--- config.mk ---
export PLATFORM = sky130hd
export DESIGN_NAME = uart2wifi_core_cmd_bridge
export DESIGN_NICKNAME = d
export VERILOG_FILES = /design/src/rtl/uart2wifi_core_cmd_bridge_pkg.sv /design/src/rtl/uart2wifi_core_cmd_bridge.sv
export SDC_FILE = /design/constraint.sdc
export NUM_CORES = 1
export LEC_CHECK = 0
export ABC_AREA = 1
export CORE_UTILIZATION = 46
export DETAILED_ROUTE_END_ITERATION = 10
export PLACE_DENSITY_LB_ADDON = 0.05
export RECOVER_POWER = 50
export SLEW_MARGIN = 20
export SYNTH_ARGS = -nofsm -noshare
export SYNTH_HDL_FRONTEND = slang
export SYNTH_SLANG_ARGS = --single-unit
--- constraint.sdc ---
create_clock -name clk -period 2.6 [get_ports clk]
set_input_delay 0.52 -clock clk [delete_from_list [all_inputs] [get_ports clk]]
set_output_delay 0.52 -clock clk [all_outputs]
set_load 0.02 [all_outputs]
--- src/rtl/uart2wifi_core_cmd_bridge_pkg.sv ---
// uart2wifi_pkg: state encoding and byte constants for the command bridge.
// The ACK state exists only when UART2WIFI_CMD_ACK_EN is defined.
package uart2wifi_pkg;
    typedef enum logic [2:0] {
        IDLE,
        WDATA,
        WRITE,
        READ,
        RCAPT,
        RESP
`ifdef UART2WIFI_CMD_ACK_EN
        , ACK
`endif
    } cmd_state_t;
    localparam int         CMD_WRITE_BIT  = 7;
    localparam logic [7:0] ACK_BYTE       = 8'h06;
    localparam logic [7:0] NAK_BYTE       = 8'h15;
    localparam int         REG_DATA_BYTES = 4;
endpackage

--- src/rtl/uart2wifi_core_cmd_bridge.sv ---
// uart2wifi_core_cmd_bridge: decodes RX FIFO command bytes into register writes/reads and returns read data LSB first.
// Define UART2WIFI_CMD_ACK_EN to push ACK_BYTE after writes and NAK_BYTE after rejected commands.
module uart2wifi_core_cmd_bridge
    import uart2wifi_pkg::*;
#(
    parameter int ADDR_W   = 2,
    parameter int DATA_W   = 32,
    parameter int NUM_REGS = 3
) (
    input  logic              clk,
    input  logic              rst,
    input  logic              rx_empty,
    input  logic [7:0]        rx_data,
    output logic              rx_rd,
    input  logic              tx_full,
    output logic [7:0]        tx_data,
    output logic              tx_wr,
    output logic [ADDR_W-1:0] reg_addr,
    output logic [DATA_W-1:0] reg_wdata,
    output logic              reg_write,
    output logic              reg_read,
    input  logic [DATA_W-1:0] reg_rdata,
    output logic              busy,
    output logic              cmd_err
);
    localparam logic [1:0]      LAST_BYTE  = 2'(REG_DATA_BYTES - 1);
    localparam logic [ADDR_W:0] NUM_REGS_W = NUM_REGS[ADDR_W:0];

    cmd_state_t        r_state;
    logic [1:0]        r_cnt;
    logic [ADDR_W-1:0] r_addr;
    logic [DATA_W-1:0] r_wdata;
    logic [DATA_W-1:0] r_rsp;
    logic              r_cmd_err;
    logic              w_valid;
`ifdef UART2WIFI_CMD_ACK_EN
    logic [7:0]        r_ack;
`endif

    assign w_valid   = !(|rx_data[6:ADDR_W]) && ({1'b0, rx_data[ADDR_W-1:0]} < NUM_REGS_W);
    assign rx_rd     = (r_state == IDLE || r_state == WDATA) && !rx_empty;
    assign reg_addr  = r_addr;
    assign reg_wdata = r_wdata;
    assign reg_write = r_state == WRITE;
    assign reg_read  = r_state == READ;
    assign busy      = r_state != IDLE;
    assign cmd_err   = r_cmd_err;
`ifdef UART2WIFI_CMD_ACK_EN
    assign tx_data   = r_state == RESP ? r_rsp[7:0] : r_state == ACK ? r_ack : 8'h00;
    assign tx_wr     = (r_state == RESP || r_state == ACK) && !tx_full;
`else
    assign tx_data   = r_state == RESP ? r_rsp[7:0] : 8'h00;
    assign tx_wr     = r_state == RESP && !tx_full;
`endif

    always_ff @(posedge clk) begin
        if (rst) begin
            r_state   <= IDLE;
            r_cnt     <= '0;
            r_addr    <= '0;
            r_wdata   <= '0;
            r_rsp     <= '0;
            r_cmd_err <= 1'b0;
`ifdef UART2WIFI_CMD_ACK_EN
            r_ack     <= '0;
`endif
        end else begin
            r_cmd_err <= 1'b0;
            case (r_state)
                IDLE: if (!rx_empty) begin
                    if (!w_valid) begin
                        r_cmd_err <= 1'b1;
`ifdef UART2WIFI_CMD_ACK_EN
                        r_ack     <= NAK_BYTE;
                        r_state   <= ACK;
`endif
                    end else begin
                        r_addr  <= rx_data[ADDR_W-1:0];
                        r_cnt   <= '0;
                        r_state <= rx_data[CMD_WRITE_BIT] ? WDATA : READ;
                    end
                end
                WDATA: if (!rx_empty) begin
                    r_wdata[{r_cnt, 3'b000} +: 8] <= rx_data;
                    r_cnt <= r_cnt + 1'b1;
                    if (r_cnt == LAST_BYTE) r_state <= WRITE;
                end
`ifdef UART2WIFI_CMD_ACK_EN
                WRITE: begin
                    r_ack   <= ACK_BYTE;
                    r_state <= ACK;
                end
                ACK: if (!tx_full) r_state <= IDLE;
`else
                WRITE: r_state <= IDLE;
`endif
                READ: r_state <= RCAPT;
                RCAPT: begin
                    r_rsp   <= reg_rdata;
                    r_cnt   <= '0;
                    r_state <= RESP;
                end
                RESP: if (!tx_full) begin
                    r_rsp <= r_rsp >> 8;
                    r_cnt <= r_cnt + 1'b1;
                    if (r_cnt == LAST_BYTE) r_state <= IDLE;
                end
                default: r_state <= IDLE;
            endcase
        end
    end
endmodule

# [Yosys cells after proc, flatten, opt, wreduce, memory -nomap -nowiden]
# Index checks and enable logic that the tools add are counted.
[op_classes] bitwise_logic=2 n_eq_ne=12 addsub=2 n_shift=2 magnitude_cmp=1 n_mux=18 n_reduce_logical=18
[ops] op="$pmux W32 S2" count=1
[ops] op="$bwmux W32" count=1
[ops] op="$mux W32" count=1
[ops] op="$shift A8 B7 Y32 const A" count=1
[ops] op="$shiftx A8 B7 Y32" count=1
[ops] op="$mux W3" count=6
[ops] op="$pmux W3 S5" count=1
[ops] op="$mux W2" count=5
[ops] op="$mux W8" count=1
[ops] op="$ne A2 B2 Y1 const B" count=4
[ops] op="$pmux W2 S4" count=1
[ops] op="$neg A5 Y7" count=1
[ops] op="$eq A3 B2 Y1 const B" count=2
[ops] op="$eq A3 B3 Y1 const B" count=2
[ops] op="$reduce_and A6 Y1" count=1
[ops] op="$reduce_and A5 Y1" count=1
[ops] op="$reduce_or A5 Y1" count=1
[ops] op="$ne A2 B1 Y1 const B" count=2
[ops] op="$reduce_and A2 Y1" count=2
[ops] op="$reduce_bool A4 Y1" count=1
[ops] op="$eq A3 B1 Y1 const B" count=1
[ops] op="$logic_and A1 B1 Y1" count=3
[ops] op="$logic_not A1 Y1" count=3
[ops] op="$logic_not A3 Y1" count=1
[ops] op="other kinds (10)" count=11
[word_totals] elab_cells=61 in_bits=44 register_bits=72 out_inout_bits=48

# [Depth between registers and ports, before layout]
[depth] depth_word=6 mapped_depth=9 mapped_depth_nobuf=9

# [Least setup slack after synthesis]
# Ideal clock, no wire load.
[synth_timing] path_kind="register to register" from="reg r_cnt[0]" to="reg r_wdata[0] (netlist: reg_wdata[0])" path_stages_with_launch=7 setup_slack_ps=629 period_less_slack_ps=1971 setup_time_ps=70 arrival_ps=1901 n_path_buf=1 path_cell_list="dfxtp_1 clkbuf_1 inv_1 ha_1 nor3_1 nand4_1 a21oi_1"
[synth_via] elab_chain_len=3
[synth_lines] item="start, declared" line_no="uart2wifi_core_cmd_bridge.sv:30" source="logic [1:0] r_cnt;"
[synth_lines] item="start signal, assigned" line_no="uart2wifi_core_cmd_bridge.sv:85" source="r_cnt <= r_cnt + 1'b1;"
[synth_lines] item="start signal, assigned" line_no="uart2wifi_core_cmd_bridge.sv:105" source="r_cnt <= r_cnt + 1'b1;"
[synth_lines] item="$neg A5 Y7 *" line_no="uart2wifi_core_cmd_bridge.sv:84" source="r_wdata[{r_cnt, 3'b000} +: 8] <= rx_data;"
[synth_lines] item="$shiftx A8 B7 Y32 / $shift A8 B7 Y32 (equally long branches)" line_no="uart2wifi_core_cmd_bridge.sv:84"
[synth_lines] item="$bwmux W32 *" line_no="uart2wifi_core_cmd_bridge.sv:84"
[synth_lines] item="end signal, assigned by index" line_no="uart2wifi_core_cmd_bridge.sv:84"
[synth_lines] item="end, declared" line_no="uart2wifi_core_cmd_bridge.sv:32" source="logic [DATA_W-1:0] r_wdata;"
# Mark *: on every way between the ends. The rest lies on a longest branch, timed or not.
# A chain may end at the register's enable or synchronous reset.

# [Final worst setup path]
[layout_timing] from="reg r_state[2]" to="out tx_wr"
[layout_via] elab_chain_len=2
[layout_lines] item="start, declared" line_no="uart2wifi_core_cmd_bridge.sv:29" source="cmd_state_t r_state;"
[layout_lines] item="start signal, assigned" line_no="uart2wifi_core_cmd_bridge.sv:80" source="r_state <= rx_data[CMD_WRITE_BIT] ? WDATA : READ;"
[layout_lines] item="$eq A3 B3 Y1" line_no="uart2wifi_core_cmd_bridge.sv:53" source="assign tx_wr = r_state == RESP && !tx_full;"
[layout_lines] item="$logic_and A1 B1 Y1" line_no="uart2wifi_core_cmd_bridge.sv:53"
[layout_lines] item="end, declared" line_no="uart2wifi_core_cmd_bridge.sv:17" source="output logic tx_wr,"
# No other way between the ends.

==> metrics.yaml <==
diodes: 0
synth-seq-area-share: 0.433
first_global_vias: 2970
crit_buf_inv: 3
port-buffer-count: 91
final_common_cell: "nand2_1"
critPathMaxFanout: 11
post_cts_buffers: 0
finClkSkew_ns: 0.00979
clock_sinks: 72
synth_seq_cells: 72
postRouteWirelength_um: 8620
tns_ns: 0
critPathSlowestCell: "clkdlybuf4s50_1"
avgSynthCellArea_um2: 6.92
path_clk_slew_ns: 0.08
route.detailed.drc: 0
cts-buffers-inserted: 9
die_h_um: 87.1
drt-initial-drc-count: 172
vias_per_cell: 4.96
max_freq_ghz: 0.410
grt_overflow_total: 0
holdBufCountCts: 0
io_pins: 92
n_fill_cell: 681
die_area_um2: 7580
syn_area_um2: 3330
ctsHtreeMaxLevel: 3
ir_drop_mv: 0.613
place_ws_ns: 0.295
fin_crit_sh: 0.939
rows: 30
worstHoldPathCells: 2
maxSlewViolCount: 0
hold_path_class: "reg2reg"
hpwlAfterDp_um: 6080
start_util: 0.482
fin_ws_ns: 0.158
max_stage_delay_ns: 0.59
reg2reg_depth: 8
grt_pass1_wl_um: 14000
cp-startpoint: "r_state[2]$_SDFFE_PP0P_"
finalHoldViolCount: 0
status: "finished, final reports clean"
fp.coreArea_um2: 6910
syn_nets: 531
clockRootBuffer: "clkbuf_8"
vias: 3307
setup_viol: 0
worst_slew_pin_slew_ns: 0.881
worstSetupPathType: "reg2out"
drv_cap: 0
cp-end-kind: "output port"
die_x_um: 87.1
grt_usage: 0.239
crit_family: "buffers and inverters"
final_cell_mix: "nand2_1, clkdlybuf4s50_1, dfxtp_1"
drtAntennaViolNets: 0
max_slew_margin: 0.413
antenna_found_initial: 0
synth_cell_types: 24
synth_warnings: 0
path_cells: "inv_1, nor2_4, nand2_1, inv_1, clkdlybuf4s50_1"
cts.repair.resized: 2
p_leak_uw: 0.00171
reg2reg_from: "r_state[2]$_SDFFE_PP0P_"
hold_start: "r_rsp[18]$_SDFFE_PP0P_"
routabilityCongestion: 0.824
required_ns: 2.08
worstSetupStartpointType: "flip-flop"
final_nets: 616
grt_setup_unrepaired: "no"
drt_pass1_iterations: 5
syn_inst: 481
crit_top_cell: "inv_1"
wl_per_cell_um: 12.9
utilization: 0.659
clock_latency_ns: 0.35
cts_tree: "built"
cp.depth: 5
drive_gt1_frac: 0.0648
period_minus_slack_ns: 2.44
cellPowerDensity_nw_per_um2: 831
arrival_ns: 1.92
area_growth_pct: 36.7
grt_max_degree: 51
clockBufferDepth: 2
logic make-up (layout without fill, tap and decap cells):
logic type | count (synthesis) | after routing | share of synthesized area
AO/OA/AOI/OAI | 94 | 94 | 0.145
buffers and inverters | 65 | 155 | 0.0865
AND/OR/NAND/NOR | 244 | 244 | 0.313
adder cells (fa/ha/maj) | 6 | 6 | 0.0226
flip-flops | 72 | 72 | 0.433
flip-flops by register name, indices dropped and copies added (netlist names):
signal	cells
cmd_err	1
r_cnt	2
r_rsp	32
r_state	3
reg_addr	2
reg_wdata	32
synthesized netlist by cell type:
master,number,area share
o21ai_1,4,0.0060
nand2_1,149,0.17
nor2_4,2,0.0068
inv_2,3,0.0034
nor3_4,1,0.0049
buf_1,1,0.0011
o21ai_0,23,0.035
o21ai_2,1,0.0026
nand3_2,1,0.0030
nand4_1,18,0.034
ha_1,6,0.023
a21oi_1,65,0.098
dfxtp_1,72,0.43
o211ai_2,1,0.0038
nor3_1,4,0.0060
buf_4,3,0.0068
nand2_4,1,0.0034
buf_2,8,0.012
inv_1,33,0.037
nand3_1,26,0.039
nor4_1,1,0.0019
nor2_1,41,0.046
clkbuf_1,14,0.016
buf_6,3,0.010
metrics by stage:
step | std cells | hold WS, ns | instance area (um^2) | power (uW)
6_report | 667 | 0.449 | 4550 | 3780
5_1_grt | 667 | 0.470 | 4550 | 4020
4_1_cts | 667 | 0.452 | 4590 | 3840
3_5_place_dp | 651 | 0.442 | 4320 | 2640
3_3_place_gp | 651 | 0.438 | 4320 | 2620
2_1_floorplan | 481 | 0.425 | 3330 | 2260
path summary, 6_finish.rpt:
check	endpoint	slack [ns]
worst min register to register	r_rsp[18]$_SDFFE_PP0P_	0.45
worst min-delay path	r_rsp[18]$_SDFFE_PP0P_	0.45
worst max register to register	r_state[0]$_SDFFE_PP0P_	0.35
worst max-delay path	tx_wr	0.16
tightest hold or removal path, delay by kind of cell, from the launching register on:
kind / cells / cell delay [ns]
buffers and inverters: 1 / 0.05
AO/OA/AOI/OAI: 1 / 0.05
flip-flops: 1 / 0.30
layout make-up:
cell class                 instances  area, um^2  share of cell area
tap                               96         120              0.0264
inverter                          36         135              0.0297
sequential                        72        1440               0.317
timing repair buffer             103         983               0.216
clock inverter                     5         128              0.0281
multi-input combinational        344        1600               0.351
clock buffer                      11         141              0.0311
per-layer routing:
metal / track usage / vias to the layer above / share of wire
li1: - / 1728 / -
met1: 0.308 / 1478 / 0.47
met2: 0.397 / 88 / 0.47
met3: 0.0474 / 13 / 0.048
met4: 0.0833 / 0 / 0.014
met5: 0 / - / 0
power by group:
group / leakage [uW] / internal [uW] / switching [uW]
logic: 0.000994 / 424 / 802
clock network: 0.000130 / 761 / 425
registers: 0.000583 / 1270 / 94.4
Power figures use the tool's default switching activity.
